File: src/rtl/nibble_serial_adder_pkg.sv
// Shared definitions for the nibble-serial adder: slice width, FSM states
// and the counter-width helper.
package nibble_serial_adder_pkg;

    localparam int unsigned NIBBLE_W = 4;

    typedef enum logic {
        ST_IDLE = 1'b0,
        ST_RUN  = 1'b1
    } state_t;

    // Width needed to count 0..v-1; never returns less than 1.
    function automatic int unsigned clog2(input int unsigned v);
        int unsigned r;
        r = 0;
        for (int unsigned i = 0; i < 32; i++) begin
            if ((32'd1 << i) < v) r = i + 1;
        end
        return (r == 0) ? 1 : r;
    endfunction

endpackage

File: src/rtl/nibble_serial_adder_csa.sv
// 4-bit carry-select adder slice: low half ripples, high half is
// precomputed for both carries and selected by the low-half carry.
module carry_select_adder (
    input  logic [3:0] a,
    input  logic [3:0] b,
    input  logic       cin,
    output logic [3:0] sum,
    output logic       cout
);

    logic [2:0] lo;
    logic [2:0] hi0;
    logic [2:0] hi1;

    always_comb begin
        lo  = {1'b0, a[1:0]} + {1'b0, b[1:0]} + {2'b00, cin};
        hi0 = {1'b0, a[3:2]} + {1'b0, b[3:2]};
        hi1 = {1'b0, a[3:2]} + {1'b0, b[3:2]} + 3'd1;
        if (lo[2]) begin
            sum  = {hi1[1:0], lo[1:0]};
            cout = hi1[2];
        end else begin
            sum  = {hi0[1:0], lo[1:0]};
            cout = hi0[2];
        end
    end

endmodule

File: src/rtl/nibble_serial_adder.sv
// Multi-cycle WIDTH-bit adder reusing one 4-bit carry_select_adder,
// one nibble per clock, LSB first, behind a start/busy/done handshake.
module nibble_serial_adder
    import nibble_serial_adder_pkg::*;
#(
    parameter int unsigned WIDTH = 16
) (
    input  logic             clk,
    input  logic             rst,
    input  logic             start,
    input  logic [WIDTH-1:0] a,
    input  logic [WIDTH-1:0] b,
    input  logic             cin,
    output logic             busy,
    output logic             done,
    output logic [WIDTH-1:0] sum,
    output logic             cout
);

    localparam int unsigned NIBBLES = WIDTH / NIBBLE_W;
    localparam int unsigned CW      = clog2(NIBBLES);
    localparam logic [CW-1:0] LAST  = CW'(NIBBLES - 1);

    state_t             state, state_n;
    logic [CW-1:0]      cnt;
    logic               carry;
    logic [WIDTH-1:0]   a_r, b_r;
    logic [WIDTH-1:0]   acc, acc_n;
    logic [NIBBLE_W-1:0] an, bn, sn;
    logic               nc;
    logic               accept, last_step;

    carry_select_adder u_csa (
        .a    (an),
        .b    (bn),
        .cin  (carry),
        .sum  (sn),
        .cout (nc)
    );

    // Operand nibble select and partial-result merge for the current count.
    always_comb begin
        an    = '0;
        bn    = '0;
        acc_n = acc;
        for (int unsigned i = 0; i < NIBBLES; i++) begin
            if (32'(cnt) == i) begin
                an                     = a_r[i*NIBBLE_W +: NIBBLE_W];
                bn                     = b_r[i*NIBBLE_W +: NIBBLE_W];
                acc_n[i*NIBBLE_W +: NIBBLE_W] = sn;
            end
        end
    end

    always_ff @(posedge clk) begin
        if (rst) state <= ST_IDLE;
        else     state <= state_n;
    end

    always_comb begin
        state_n   = state;
        accept    = 1'b0;
        last_step = 1'b0;
        case (state)
            ST_IDLE: begin
                if (start) begin
                    state_n = ST_RUN;
                    accept  = 1'b1;
                end
            end
            ST_RUN: begin
                if (cnt == LAST) begin
                    state_n   = ST_IDLE;
                    last_step = 1'b1;
                end
            end
            default: state_n = ST_IDLE;
        endcase
    end

    assign busy = (state == ST_RUN);

    always_ff @(posedge clk) begin
        if (rst) begin
            cnt   <= '0;
            carry <= 1'b0;
            a_r   <= '0;
            b_r   <= '0;
            acc   <= '0;
            sum   <= '0;
            cout  <= 1'b0;
            done  <= 1'b0;
        end else begin
            done <= last_step;
            if (accept) begin
                a_r   <= a;
                b_r   <= b;
                carry <= cin;
                cnt   <= '0;
                acc   <= '0;
            end else if (state == ST_RUN) begin
                acc   <= acc_n;
                carry <= nc;
                if (last_step) begin
                    cnt  <= '0;
                    sum  <= acc_n;
                    cout <= nc;
                end else begin
                    cnt <= cnt + 1'b1;
                end
            end
        end
    end

endmodule

File: config.mk
export PLATFORM = sky130hd
export DESIGN_NAME = nibble_serial_adder
export DESIGN_NICKNAME = d
export VERILOG_FILES = /design/src/rtl/nibble_serial_adder_pkg.sv /design/src/rtl/nibble_serial_adder_csa.sv /design/src/rtl/nibble_serial_adder.sv
export SDC_FILE = /design/constraint.sdc
export NUM_CORES = 1
export LEC_CHECK = 0
export ABC_AREA = 0
export BUFFER_PORTS_ARGS = -buffer_cell sky130_fd_sc_hd__buf_2
export CAP_MARGIN = 20
export CORE_ASPECT_RATIO = 1.4
export CORE_MARGIN = 10
export CORE_UTILIZATION = 55
export CTS_CLUSTER_DIAMETER = 50
export DETAILED_ROUTE_END_ITERATION = 16
export PLACE_DENSITY = 0.85
export SYNTH_ARGS = -nofsm -noshare
export SYNTH_HDL_FRONTEND = slang
export SYNTH_SLANG_ARGS = --single-unit
File: constraint.sdc
create_clock -name clk -period 4.8 [get_ports clk]
set_input_delay 0.24 -clock clk [delete_from_list [all_inputs] [get_ports clk]]
set_output_delay 0.24 -clock clk [all_outputs]
set_load 0.05 [all_outputs]
* After elaboration in Yosys (flattened, before gate mapping)
Cells that the tools add are included. W data, S select, Z words.
Storage, ports and cells: word-level logic and storage cells 46, memories kept 0, RAM bits 0, output and inout port bits 19, input bits 36, ROM bits 0, bits in latches 0, register bits 70
Cells by class: reductions and logical operators 4, bitwise operators 2, shift operators 0, $mul 0, divide/modulo/power cells 0, equal/unequal tests 3, $add $sub $neg 5, magnitude comparators 0, mux-type cells 23
Operators with widths (number):
- $mux W4 | 13
- $mux W1 | 8
- $add A2 B2 Y3 | 2
- $eq A2 B2 Y1 const B | 2
- $add A3 B1 Y3 | 1
- $add A3 B1 Y3 const B | 1
- $reduce_and A3 Y1 | 1
- $add A2 B1 Y2 const B | 1
- $eq A2 B1 Y1 const B | 1
- $logic_not A2 Y1 | 1
- $mux W2 | 1
- $not A1 Y1 | 2
- $pmux W1 S2 | 1
- $reduce_bool A2 Y1 | 1
- $reduce_or A2 Y1 | 1

* Logic depth before layout (Yosys ltp)
Gate-level depths: netlist (run 1).
depth after elaboration 10, gate-level depth with buffers 12, gate-level depth less buffers 11

* Modules after synthesis
A second synthesis (run 1) with hierarchy kept.
Unflattened totals: cell total of the unflattened synthesis 350, area, all modules 3040.4 um^2
Modules (own cells, without submodules):
- nibble_serial_adder | area an instance 2900.3 um^2, sequential area each 1321.3 um^2, cells each 336, times used 1
- carry_select_adder | area an instance 140.1 um^2, sequential area each 0.0 um^2, cells each 14, times used 1

* Least setup slack after synthesis (run 1)
OpenSTA, ideal clock, no wires.
path type reg2reg, from register cnt[0], to register sum[11], path buffers 1, clock period less this slack 2.797 ns, required time 4.668 ns, cell stages (with the launch flop) 13, arrival 2.665 ns, slack 2.003 ns, setup time 0.132 ns, cell sequence dfxtp_1 inv_1 ha_1 clkbuf_1 a21oi_1 o21ai_0 a22o_1 ha_1 fa_1 ha_1 mux2i_1 a211o_1 a21oi_1
Between the ends: longest elaborated chain between the ends 9, elaborated cells between the ends (all ways) 21, those cells by class add/sub: 4; eq/ne: 3; mux: 12; reduce/logical: 2
RTL lines:
- start: declaration | RTL line nibble_serial_adder.sv:25 | logic [CW-1:0] cnt;
- start signal: assignment | RTL line nibble_serial_adder.sv:109 | cnt <= cnt + 1'b1;
- $logic_not A2 Y1 | RTL line nibble_serial_adder.sv:47 | if (32'(cnt) == i) begin
- $mux W4 (4 in series) | RTL line nibble_serial_adder.sv:47
- $add A2 B2 Y3, on equally long branches | RTL line nibble_serial_adder_csa.sv:17, nibble_serial_adder_csa.sv:18, nibble_serial_adder_csa.sv:16
- $add A3 B1 Y3, on equally long branches | RTL line nibble_serial_adder_csa.sv:18, nibble_serial_adder_csa.sv:16
- $mux W4 | RTL line nibble_serial_adder_csa.sv:19 | if (lo[2]) begin
- $mux W4 | RTL line nibble_serial_adder.sv:47
- end signal: assignment | RTL line nibble_serial_adder.sv:106 | sum <= acc_n;
- end: declaration | RTL line nibble_serial_adder.sv:16 | output logic [WIDTH-1:0] sum,
Several ways; a longest one is shown, not always the timed one. A chain may end at the register's enable or synchronous reset.

* Worst setup path in the final report (run 1)
Ends and elaborated chain as after synthesis.

==> metrics, run 1 <==
status complete, no violations; Mapped Avg Cell Area 8.02 um^2; worst slack at placement 1340 ps; RSZ-0062 raised after global routing no; routed vias 2492; CTS Hold Bufs 0; DRC viols 0; Worst setup EP type register; Cell Pwr Density 342 nW/um^2; Post-CTS Setup Repair Bufs 0; Final Hold Viols 0; H-tree depth 3; complex-gate fraction of the synthesized area 0.218; Post-Synth Adder-Cell Area 0.0466; commonest non-fill, non-tap cell in the layout nand2_1; Critical Path AT 3690 ps; Crit-path slowest cell ha_1; CTS sink cnt 66; gr usage total 0.154; Yosys Warn Count 0; crit path kind register to register; Routed WL per cell 13.7 um; num rows 31; leakage power 1.30 nW; latest clock arrival within the worst-skew pair 350 ps; ratio of cells with drive above 1 in the final layout 0.192; max-cap check violation count 0; Post-Syn Nets 407; Starting Density 0.562; Layout area overhead 13.7%; WHS Endpoint b_r[10]; simple-gate share of the synthesized area 0.177; vias in the first global route 2411; min-delay src b[10]; Die H 106 um; Placed Cells 452; crit path cell chain inv_1 -> ha_1 -> a21oi_1 -> a22o_1 -> ha_1 -> fa_1 -> ha_1 -> mux2i_1 -> a211o_1 -> a21oi_1; Routability Congestion 0.796; Worst Tran Pin Value 984 ps; initial antenna violation count 0; final setup skew 7.29 ps; CP startpoint kind register; DR pass1 iterations 4; hpwl dp 4520 um; final wirelength 6400 um; Vias/cell 5.32; core box area 5160 um^2; Max FO, Critical Path 29; Clock Root Buffer clkbuf_8; Cell variety after synth 26; Num CTS Buffers 9; CTS clk-pin slew, worst paths 70 ps; Chip Width 81.4 um; Crit path required time 4990 ps; Clock Path Buffers 2; reg2reg start cnt[0]; synthesized flop and latch total 66; setup tns final 0 ps; I/O Buffers 54; mux cell area share after synthesis 0.0310; setup ws final 1310 ps; Top-Level Pins 55; Fmax achieved 286 MHz; period utilisation layout 0.728; Iter 0 DRT Violations 173; Layout Nets 443; async set-reset flop share out of synthesis 0; sequential area share after synthesis 0.455; Die ar. 8620 um^2; VDD IR max 178 uV; Post-synth EDFFs 0; post-synthesis xor/xnor area fraction 0.00604; Slew Limit Headroom 0.344; Cells after Synth 362; synthesized cell area 2900 um^2; Setup-failing EPs final 0; # diodes 0; commonest register cell after synthesis dfxtp_1; CTS tree built; fin crit period 3490 ps; worst reg2reg setup slack 1310 ps; most frequent cells in the layout nand2_1, a21oi_1, dfxtp_1; Routed Antenna Nets 0; Hold WC Path Type input pin to register; PostCTS Resize Cnt 0; Reg-to-Reg End sum[11]; fin cells 468; largest stage delay on the critical path 810 ps; largest net degree at the start of global routing 54; CP most frequent cell ha_1; global route overflow 0; wire length of the first global-routing pass 10500 um; main combinational cell family by area after synthesis compound AO/OA/AOI/OAI gates; R2R depth 10; Final Slew Violations 0; Worst Hold Depth 3
synth_stat cells (6+ instances only):
cell type   n  area (um^2)
nand2_1    92          345
a311oi_1    6         52.6
nand3_1     6         30.0
clkbuf_1   11         41.3
buf_2      18         90.1
mux2i_1     9         90.1
dfxtp_1    66         1320
inv_1      10         37.5
o21ai_0     8         40.0
a21oi_1    69          345
ha_1        6         75.1
a22o_1      8         70.1
a211oi_1    9         67.6
nor2_1     19         71.3
state kept, by name, summed over array words and instances (netlist names):
register  count
cnt           2
a_r          16
sum          16
acc          12
cout          1
carry         1
b_r          16
done          1
busy          1
routing by layer:
layer	share of wire	vias to the layer above	track usage	wire [um]
met5	0	-	0	0
met4	0.024	0	0.0720	155
met3	0.055	11	0.0599	352
met2	0.50	57	0.251	3180
met1	0.42	1134	0.170	2720
li1	-	1290	-	-
how the worst max path moves through the flow:
stage,to,cells after the start,startpoint
floorplan,sum[11],12,cnt[0]
global placement,sum[11],10,cnt[0]
detailed placement,sum[11],10,cnt[0]
CTS,sum[11],10,cnt[0]
global route,sum[7],10,cnt[0]
finish,sum[11],10,cnt[0]
critical path, delay by kind of cell, from the launching register on:
family / cells / cell delay (ps)
AO/OA/AOI/OAI: 4 / 670
adder cells (fa/ha/maj): 4 / 1760
buffers and inverters: 1 / 90
flip-flops: 1 / 350
multiplexers: 1 / 490
cell families after synthesis:
group,Yosys count
xor+xnor,2
buf+inv,42
flops,66
simple gates,128
mux,9
fa+ha+maj,9
compound gates,106
power by group:
part           switching [W]  internal (W)  total, W
clock               0.000197      0.000210  0.000407
combinational      0.0000883     0.0000524  0.000141
sequential         0.0000124      0.000569  0.000581
total               0.000297      0.000831   0.00113
final cells by class:
type | instances | area (um^2)
timing repair buffer | 57 | 297
tap | 66 | 82.6
inverter | 10 | 37.5
multi-input combinational | 254 | 1390
sequential | 66 | 1320
clock buffer | 12 | 155
fill | 452 | 1860
clock inverter | 3 | 15.0
stage by stage:
step	cell area, um^2	power [W]	hold slack [ps]	utilization
after floorplan	2900	0.000696	376	-
after global placement	3120	0.000729	440	0.604
after detailed placement	3120	0.000734	444	0.604
after CTS	3290	0.00114	111	0.637
after global routing	3300	0.00118	119	0.640
final	3300	0.00113	128	0.640
(Power assumes the default switching activity.)
==> inputs of run 2 (changes only) <==
Settings changed: ABC_AREA 0 to 1, CORE_UTILIZATION 55 to 49, PLACE_DENSITY 0.85 to 0.81.
Clock period 4.8 ns to 2.86 ns, I/O delays scaled along.
==> metrics, run 2 <==
async set-reset flop share out of synthesis 0 (unchanged); hpwl dp 5310 um (was 4520 um); Iter 0 DRT Violations 230 (was 173); Cells after Synth 406 (was 362); Worst Hold Depth 3 (unchanged); final instance area 3450 um^2 (was 3300 um^2); biggest regs a_r: 16 flops, b_r: 16 flops, sum: 16 flops (unchanged); met1 usage 0.157 (was 0.170); worst reg2reg setup slack 180 ps (was 1310 ps); Clock Path Buffers 2 (unchanged); final wirelength 7160 um (was 6400 um); vias in the first global route 2691 (was 2411); num rows 33 (was 31); Crit path required time 3150 ps (was 4990 ps); CTS sink cnt 66 (unchanged); dpl cell area 3210 um^2 (was 3120 um^2); Routed WL per cell 13.4 um (was 13.7 um); commonest non-fill, non-tap cell in the layout nor2_1 (was nand2_1); VDD IR max 354 uV (was 178 uV); latest clock arrival within the worst-skew pair 360 ps (was 350 ps); Final Hold Viols 0 (unchanged); Worst Tran Pin Value 501 ps (was 984 ps); CTS tree built (unchanged); Post-Syn Nets 451 (was 407); Die H 112 um (was 106 um); Num CTS Buffers 9 (unchanged); Max FO, Critical Path 8 (was 29); Critical Path AT 2970 ps (was 3690 ps); Die ar. 9600 um^2 (was 8620 um^2); H-tree depth 3 (unchanged); leakage power 1.67 nW (was 1.30 nW); Chip Width 85.7 um (was 81.4 um); crit path kind register to register (unchanged); Reg-to-Reg End acc[5] (was sum[11]); min-delay src a[10] (was b[10]); Post-synth EDFFs 0 (unchanged); Top Usage Layer GRT met2 (unchanged); R2R depth 12 (was 10); Yosys Warn Count 0 (unchanged); commonest register cell after synthesis dfxtp_1 (unchanged); global route overflow 0 (unchanged); CP startpoint kind register (unchanged); Mapped Avg Cell Area 7.30 um^2 (was 8.02 um^2); Routed Antenna Nets 0 (unchanged); Setup-failing EPs final 0 (unchanged); I/O Buffers 54 (unchanged); DRC viols 0 (unchanged); WHS Endpoint a_r[10] (was b_r[10]); Fill cells 573 (was 452); Top-Level Pins 55 (unchanged); Layout area overhead 16.4% (was 13.7%); synthesized flop and latch total 66 (unchanged); ratio of cells with drive above 1 in the final layout 0.211 (was 0.192); Cell variety after synth 22 (was 26); Slew Limit Headroom 0.665 (was 0.344); Clock Root Buffer clkbuf_8 (unchanged); GR Util met2 0.260 (was 0.251); Tot Pwr 0.00205 W (was 0.00113 W); RSZ-0062 raised after global routing yes (was no); DR pass1 iterations 4 (unchanged); setup tns final 0 ps (unchanged); Final Slew Violations 0 (unchanged); most frequent cell after synthesis nor2_1 (was nand2_1); sequential area share after synthesis 0.446 (was 0.455); core box area 5860 um^2 (was 5160 um^2); # diodes 0 (unchanged); Cell Pwr Density 594 nW/um^2 (was 342 nW/um^2); top post-synthesis cells by count nor2_1, nand2_1, dfxtp_1 (was nand2_1, a21oi_1, dfxtp_1); Hold WC Path Type input pin to register (unchanged); fin crit period 2680 ps (was 3490 ps); period utilisation layout 0.937 (was 0.728); max-cap check violation count 0 (unchanged); status complete, no violations (unchanged); fin cells 535 (was 468); initial antenna violation count 0 (unchanged); most frequent cells in the layout nor2_1, nand2_1, dfxtp_1 (was nand2_1, a21oi_1, dfxtp_1); gr usage total 0.153 (was 0.154); Vias/cell 5.04 (was 5.32); CTS clk-pin slew, worst paths 70 ps (about the same); synthesized cell area 2960 um^2 (was 2900 um^2); Routability Congestion 0.901 (was 0.796); wire length of the first global-routing pass 12000 um (was 10500 um); GR Util met3 0.0532 (was 0.0599); Synth top area share 0.446 (was 0.455); Synth area leaders dfxtp_1, nor2_1, nand2_1 (was dfxtp_1, a21oi_1, nand2_1); Placed Cells 515 (was 452); Layout Nets 505 (was 443); Fmax achieved 373 MHz (was 286 MHz); Synth area leader dfxtp_1 (unchanged); reg2reg start cnt[1] (was cnt[0]); largest net degree at the start of global routing 43 (was 54); final setup skew 7.89 ps (was 7.29 ps); Starting Density 0.505 (was 0.562); Worst setup EP type register (unchanged); routed vias 2695 (was 2492)
run 2: cell count changes after synthesis, sizes merged, moves of 7 or more:
cell / previous run / this run
a22o: 8 / 0
inv: 10 / 26
nand3: 6 / 22
a21oi: 69 / 25
clkbuf: 11 / 0
mux2i: 9 / 0
nand2: 93 / 86
a211oi: 9 / 0
o21ai: 8 / 52
nor2: 19 / 87
run 2: worst max-delay path by stage:
stage | cells past startpoint | from | slack, ps | endpoint
after floorplan | 14 | cnt[0] | 420 | sum[11]
after global placement | 13 | cnt[1] | 200 | sum[7]
after detailed placement | 13 | cnt[1] | 70 | acc[3]
after CTS | 13 | cnt[1] | 40 | sum[7]
after global routing | 13 | cnt[1] | -20 | sum[7]
final | 12 | cnt[1] | 180 | acc[5]
run 2: what timing repair did:
action | in CTS | in global routing
gates resized for setup | 0 | 10
setup endpoints to repair | 0 | 21
hold buffers | 0 | 0
buffers inserted | 0 | 3
run 2: logic make-up after synthesis:
logic type / count (synthesis) / synth area share
simple gates: 201 / 0.276
compound gates: 83 / 0.145
flops: 66 / 0.446
buf+inv: 47 / 0.0870
fa+ha+maj: 9 / 0.0456
run 2: routing by layer:
metal / part of all wire / up-vias
met5: 0 / -
met4: 0.036 / 0
met3: 0.058 / 22
met2: 0.50 / 76
met1: 0.40 / 1184
li1: - / 1413
run 2: report_power, final:
| part | switching (W) | internal (W) | total, W |
|---|---|---|---|
| sequential | 0.0000274 | 0.000969 | 0.000997 |
| combinational | 0.000195 | 0.000117 | 0.000312 |
| clock | 0.000345 | 0.000396 | 0.000741 |
run 2: layout make-up:
cell class	count	area, um^2	share of cell area
multi-input cells	293	1400	0.407
flip-flops and latches	66	1320	0.384
repair buffers	63	338	0.0980
clock buffers	10	128	0.0370
inverters	26	106	0.0308
well taps	70	87.6	0.0254
clock inverters	6	57.6	0.0167
repair inverters	1	5.00	0.00145
run 2: worst max-delay path, stage by stage (launching register included):
cell     delay, ps
dfxtp_1        400
inv_1          120
ha_4           210
buf_4          160
a21oi_1        130
a21o_1         120
nand2_1         60
fa_1           410
fa_2           540
inv_1           70
o21ai_0        220
nor2_1          70
nor2_1         100
run 2: per-stage QoR:
step / hold slack (ps) / worst slack, ps / util
2_1_floorplan: 212 / 421 / -
3_3_place_gp: 392 / 200 / 0.548
3_5_place_dp: 397 / 72.6 / 0.548
4_1_cts: 26.1 / 37.4 / 0.579
5_1_grt: 53.2 / -15.9 / 0.588
6_report: 35.4 / 180 / 0.588
